--- src/rtl/pipe_pkg.sv ---
// Shared pipeline definitions: ALU operation classes, the zero register and
// the ID/EX control bundle reused by later stages.
package pipe_pkg;

  typedef enum logic [1:0] {
    ALUOP_ADD   = 2'b00,
    ALUOP_SUB   = 2'b01,
    ALUOP_RTYPE = 2'b10,
    ALUOP_IMM   = 2'b11
  } aluop_t;

  localparam logic [4:0] REG_ZERO = 5'd0;

  typedef struct packed {
    logic   RegWrite;
    logic   MemtoReg;
    logic   MemRead;
    logic   MemWrite;
    logic   ALUSrc;
    logic   RegDst;
    aluop_t ALUOp;
  } id_ex_ctrl_t;

endpackage

--- src/rtl/load_use_detect.sv ---
// Combinational load-use hazard check between the load sitting in EX and the
// instruction sitting in ID; suppressed while the stage is frozen or flushed.
module load_use_detect
  import pipe_pkg::*;
(
  input  logic       exMemRead,
  input  logic       exValid,
  input  logic [4:0] exRt,
  input  logic       idValid,
  input  logic [4:0] idRs,
  input  logic [4:0] idRt,
  input  logic       freeze,
  input  logic       flush,
  output logic       stall
);

  logic regMatch;

  assign regMatch = (exRt != REG_ZERO) && ((exRt == idRs) || (exRt == idRt));

  // A flush redirects fetch anyway, and a freeze holds everything, so a
  // stall request in either case would only fight the other mechanism.
  assign stall = !freeze && !flush && exMemRead && exValid && idValid && regMatch;

endmodule

--- src/rtl/id_ex_stage.sv ---
// ID/EX pipeline register with load-use bubble insertion.
// Optional performance counters enabled by defining ID_EX_PERF_CNT_EN.
module id_ex_stage
  import pipe_pkg::*;
#(
  parameter int DATA_W = 32,
  parameter int CNT_W  = 32
) (
  input  logic              clk_i,
  input  logic              rst_i,
  input  logic              id_valid_i,
  input  logic              id_RegWrite_i,
  input  logic              id_MemtoReg_i,
  input  logic              id_MemRead_i,
  input  logic              id_MemWrite_i,
  input  logic              id_ALUSrc_i,
  input  logic              id_RegDst_i,
  input  logic [1:0]        id_ALUOp_i,
  input  logic [DATA_W-1:0] id_data1_i,
  input  logic [DATA_W-1:0] id_data2_i,
  input  logic [DATA_W-1:0] id_imm_i,
  input  logic [4:0]        id_Rs_i,
  input  logic [4:0]        id_Rt_i,
  input  logic [4:0]        id_Rd_i,
  input  logic              flush_i,
  input  logic              freeze_i,
  output logic              ID_EX_RegWrite_o,
  output logic              ID_EX_MemtoReg_o,
  output logic              ID_EX_MemRead_o,
  output logic              ID_EX_MemWrite_o,
  output logic              ID_EX_ALUSrc_o,
  output logic              ID_EX_RegDst_o,
  output logic [1:0]        ID_EX_ALUOp_o,
  output logic [DATA_W-1:0] ID_EX_data1_o,
  output logic [DATA_W-1:0] ID_EX_data2_o,
  output logic [DATA_W-1:0] ID_EX_imm_o,
  output logic [4:0]        ID_EX_RegisterRs_o,
  output logic [4:0]        ID_EX_RegisterRt_o,
  output logic [4:0]        ID_EX_RegisterRd_o,
  output logic              ID_EX_valid_o,
  output logic              hazard_stall_o
`ifdef ID_EX_PERF_CNT_EN
  ,
  output logic [CNT_W-1:0]  stall_cnt_o,
  output logic [CNT_W-1:0]  bubble_cnt_o
`endif
);

  id_ex_ctrl_t       ctrlQ;
  id_ex_ctrl_t       loadCtrl;
  logic [DATA_W-1:0] data1Q;
  logic [DATA_W-1:0] data2Q;
  logic [DATA_W-1:0] immQ;
  logic [4:0]        rsQ;
  logic [4:0]        rtQ;
  logic [4:0]        rdQ;
  logic              validQ;
  logic              hazardStall;
  logic              loadBubble;

  load_use_detect uDetect (
    .exMemRead (ctrlQ.MemRead),
    .exValid   (validQ),
    .exRt      (rtQ),
    .idValid   (id_valid_i),
    .idRs      (id_Rs_i),
    .idRt      (id_Rt_i),
    .freeze    (freeze_i),
    .flush     (flush_i),
    .stall     (hazardStall)
  );

  assign loadBubble = flush_i || hazardStall;

  // An empty decode slot enters EX with no side effects, but its data still flows.
  always_comb begin
    loadCtrl = '0;
    if (id_valid_i) begin
      loadCtrl.RegWrite = id_RegWrite_i;
      loadCtrl.MemtoReg = id_MemtoReg_i;
      loadCtrl.MemRead  = id_MemRead_i;
      loadCtrl.MemWrite = id_MemWrite_i;
      loadCtrl.ALUSrc   = id_ALUSrc_i;
      loadCtrl.RegDst   = id_RegDst_i;
      loadCtrl.ALUOp    = aluop_t'(id_ALUOp_i);
    end
  end

  always_ff @(posedge clk_i) begin
    if (rst_i || (!freeze_i && loadBubble)) begin
      ctrlQ  <= '0;
      data1Q <= '0;
      data2Q <= '0;
      immQ   <= '0;
      rsQ    <= REG_ZERO;
      rtQ    <= REG_ZERO;
      rdQ    <= REG_ZERO;
      validQ <= 1'b0;
    end else if (!freeze_i) begin
      ctrlQ  <= loadCtrl;
      data1Q <= id_data1_i;
      data2Q <= id_data2_i;
      immQ   <= id_imm_i;
      rsQ    <= id_valid_i ? id_Rs_i : REG_ZERO;
      rtQ    <= id_valid_i ? id_Rt_i : REG_ZERO;
      rdQ    <= id_valid_i ? id_Rd_i : REG_ZERO;
      validQ <= id_valid_i;
    end
  end

  assign ID_EX_RegWrite_o   = ctrlQ.RegWrite;
  assign ID_EX_MemtoReg_o   = ctrlQ.MemtoReg;
  assign ID_EX_MemRead_o    = ctrlQ.MemRead;
  assign ID_EX_MemWrite_o   = ctrlQ.MemWrite;
  assign ID_EX_ALUSrc_o     = ctrlQ.ALUSrc;
  assign ID_EX_RegDst_o     = ctrlQ.RegDst;
  assign ID_EX_ALUOp_o      = ctrlQ.ALUOp;
  assign ID_EX_data1_o      = data1Q;
  assign ID_EX_data2_o      = data2Q;
  assign ID_EX_imm_o        = immQ;
  assign ID_EX_RegisterRs_o = rsQ;
  assign ID_EX_RegisterRt_o = rtQ;
  assign ID_EX_RegisterRd_o = rdQ;
  assign ID_EX_valid_o      = validQ;
  assign hazard_stall_o     = hazardStall;

`ifdef ID_EX_PERF_CNT_EN
  logic [CNT_W-1:0] stallCnt;
  logic [CNT_W-1:0] bubbleCnt;

  // Saturating event counters; they freeze together with the stage.
  always_ff @(posedge clk_i) begin
    if (rst_i) begin
      stallCnt  <= '0;
      bubbleCnt <= '0;
    end else if (!freeze_i) begin
      if (hazardStall && (stallCnt != '1)) begin
        stallCnt <= stallCnt + 1'b1;
      end
      if (loadBubble && (bubbleCnt != '1)) begin
        bubbleCnt <= bubbleCnt + 1'b1;
      end
    end
  end

  assign stall_cnt_o  = stallCnt;
  assign bubble_cnt_o = bubbleCnt;
`else
  logic [CNT_W-1:0] unusedCntWidth;
  assign unusedCntWidth = '0;
`endif

endmodule

--- config.mk ---
export PLATFORM = sky130hd
export DESIGN_NAME = id_ex_stage
export DESIGN_NICKNAME = d
export VERILOG_FILES = /design/src/rtl/pipe_pkg.sv /design/src/rtl/load_use_detect.sv /design/src/rtl/id_ex_stage.sv
export SDC_FILE = /design/constraint.sdc
export NUM_CORES = 1
export LEC_CHECK = 0
export ABC_AREA = 1
export CAP_MARGIN = 0
export CORE_MARGIN = 10
export CORE_UTILIZATION = 35
export CTS_CLUSTER_SIZE = 24
export DETAILED_ROUTE_END_ITERATION = 6
export MAX_ROUTING_LAYER = met4
export PLACE_DENSITY_LB_ADDON = 0.3
export SETUP_SLACK_MARGIN = 0.15
export SLEW_MARGIN = 5
export SYNTH_ARGS = -nofsm -noshare
export SYNTH_HDL_FRONTEND = slang
export SYNTH_SLANG_ARGS = --single-unit
--- constraint.sdc ---
create_clock -name clk_i -period 4.25 [get_ports clk_i]
set_input_delay 0.425 -clock clk_i [delete_from_list [all_inputs] [get_ports clk_i]]
set_output_delay 0.425 -clock clk_i [all_outputs]
set_load 0.02 [all_outputs]
==> impl_metrics.toml <==
[status]
outcome = "finished clean"

[grt]
grtUsageTotal_pct = 16.3
grt_max_degree = 67
grt_pass1_wl_um = 22000
antenna_found_initial = 0
grt_pass1_vias = 4061
overflow = 0

[hold_path]
hold_path.class = "reg -> reg"
worstHoldPathCells = 2

[pwr]
leakagePower_nw = 3.18
netSwitchingPower_w = 0.000705
p_per_area_mw_per_mm2 = 430
power.share.clock_pct = 49.1
intPower_w = 0.00255
vdd_ir_drop_max_mv = 0.240
total_power_w = 0.00326
seqPwrFrac_pct = 37.1
switching_share_pct = 21.6
combPwrFrac_pct = 13.9

[worst_setup_path]
r2r_slack_ns = 2.09
worstSetupPathType = "in -> out"
endpoint_kind = "output port"
path_max_fanout = 25
critPathMostFrequentCell = "clkdlybuf4s50_1"
crit_cells = 8
crit_buf_inv = 4
critPathRequiredTime_ns = 3.83
cpPeakStageDelay_ns = 0.60
worstPathCellList = "clkdlybuf4s50_1, inv_2, nor2_4, nand4_1, nor2_1, nand2_1, inv_1, clkdlybuf4s50_1"
arrival_ns = 2.41
crit_family = "buffers and inverters"
rr_worst_depth = 12
start_kind = "input pin"
slowest_stage = "clkdlybuf4s50_1"

[detailed_routing]
wl_um = 14000
ant_nets = 0
first_pass_iters = 4
drc = 0
drtIter0Drc = 178
vias = 3904
post_drt_via_cell_ratio = 4.52
routedWlPerCell_um = 16.2

[die]
pin_count = 245
dieHeight_um = 132
die_w_um = 132
initial_core_util_pct = 36.2
rows = 40
core_area_mm2 = 0.0122
die_area_mm2 = 0.0175

[logic_synthesis]
synthArstFlopShare_pct = 0
synthCells = 447
post_synth_num_cell_types = 19
synth_top_family_by_area = "multiplexers"
ys_seq_area_share_pct = 54.6
synth_edf_count = 0
syn_avg_cell_area_um2 = 9.85
synth_compound_area_share_pct = 4.04
ys_warn_count = 0
synth_mux_area_share_pct = 21.8
synthAdderAreaFrac_pct = 0
yosys.area_share.simple_pct = 14.0
netlist_area_mm2 = 0.00440
synthFlopType = "dfxtp_1"
synth-seq-cells = 120
synth-xor-area-share_pct = 0.398
syn_nets = 571

[clock_network]
clk_pin_slew_ns = 0.05
cts_max_level = 4
clk_latency_ns = 0.41
cts_setup_buffers = 0
cts_resized = 0
cts_buffer_depth = 2
cts_buffers = 17
cts.sinks = 120
cts_root_buffer = "clkbuf_16"
tritoncts = "yes"
cts-hold-fix-buffers = 0

[final_layout]
layout_commonest_cell = "clkdlybuf4s50_1"
fin_util_pct = 62.3
fin_nets = 807
final_cell_area_mm2 = 0.00758
drive_above_1_share_pct = 5.32
diodes = 0
final_cell_mix = "clkdlybuf4s50_1 (243), nor2_1 (129), dfxtp_1 (120), mux2i_1 (96), nand2_1 (24)"
area_delta_synth_final_pct = 72.3
nFillCells = 1029

[placed_design]
hpwl_um = 10700
portBuffers = 244
place_congestion = 0.800
placed_area_mm2 = 0.00692

[sta]
fin_crit_ns = 2.83
rsz0062_at_grt = "no"
fmax_ghz = 0.353
relSlewSlack_pct = 39.1
setup_viol = 0
maxSlewViolCount = 0
finalSetupTns_ns = 0
period_share_pct = 66.6
worstMarginPinSlew_ns = 0.913
fin_worst_skew_ns = 0.00513
hold_viol_final = 0

[run]
maxCapViolations = 0
[registers in the layout (all words and copies together) (netlist names), 2 cells and up]
| register | flops |
|---|---|
| ID_EX_ALUOp_o | 2 |
| ID_EX_RegisterRt_o | 5 |
| ID_EX_RegisterRd_o | 5 |
| ID_EX_data2_o | 32 |
| ID_EX_data1_o | 32 |
| ID_EX_RegisterRs_o | 5 |
| ID_EX_imm_o | 32 |
[through the flow]
step / instances / setup slack [ns] / hold slack (ns)
floorplan: 447 / 2.69 / 0.584
global placement: 832 / 1.30 / 0.487
detailed placement: 832 / 1.27 / 0.497
CTS: 863 / 1.43 / 0.510
global route: 863 / 1.26 / 0.529
finish: 863 / 1.42 / 0.505
[worst paths after layout]
check / start / end
setup / recovery: id_valid_i / hazard_stall_o
hold / removal: ID_EX_data2_o[0] / ID_EX_data2_o[0]
setup reg to reg: ID_EX_RegisterRt_o[0] / ID_EX_ALUSrc_o
hold reg to reg: ID_EX_data2_o[0] / ID_EX_data2_o[0]
[cell families after synthesis]
family | after synthesis
multiplexers | 96
AO/OA/AOI/OAI | 24
flip-flops | 120
XOR/XNOR | 2
buffers and inverters | 45
AND/OR/NAND/NOR | 160
[tightest hold or removal path, delay by kind of cell, from the launching register on]
family           cells  cell delay, ns
DFF                  1            0.32
and+or+nand+nor      1            0.08
muxes                1            0.07
[area by class of cell]
| class | count | area [um^2] | share of cell area [%] |
|---|---|---|---|
| inverters | 16 | 60.1 | 0.792 |
| flip-flops and latches | 120 | 2400 | 31.7 |
| clock inverters | 9 | 195 | 2.57 |
| repair buffers | 246 | 2470 | 32.6 |
| clock buffers | 22 | 464 | 6.12 |
| well taps | 168 | 210 | 2.77 |
| multi-input cells | 282 | 1780 | 23.5 |
[cell usage after synthesis (2+ instances only)]
| library cell | number | area [um^2] |
|---|---|---|
| mux2i_1 | 96 | 961 |
| clkbuf_1 | 5 | 18.8 |
| dfxtp_1 | 120 | 2400 |
| nand2_1 | 25 | 93.8 |
| nor2_1 | 129 | 484 |
| nand3_1 | 3 | 15.0 |
| buf_2 | 11 | 55.1 |
| xnor2_1 | 2 | 17.5 |
| inv_2 | 4 | 15.0 |
| buf_1 | 2 | 7.51 |
| clkinv_1 | 2 | 7.51 |
| a22oi_1 | 23 | 173 |
| inv_1 | 10 | 37.5 |
| buf_4 | 10 | 75.1 |
[routing by layer]
layer  vias to the layer above  share of wire, %  track usage, %
li1                       1946                 -               -
met1                      1799                39            15.8
met2                       140                52            28.5
met3                        19               7.1            6.36
met4                         0               1.7            6.43
met5                         -                 0               -
[power groups by stage]
stage	Clock (W)	Sequential, W	Combinational (W)
3_5_place_dp	0	0.00123	0.000457
2_1_floorplan	0	0.00129	0.000146
6_report	0.00160	0.00121	0.000451
3_3_place_gp	0	0.00123	0.000450
4_1_cts	0.00163	0.00121	0.000459
5_1_grt	0.00168	0.00121	0.000486
(Power assumes the default switching activity.)
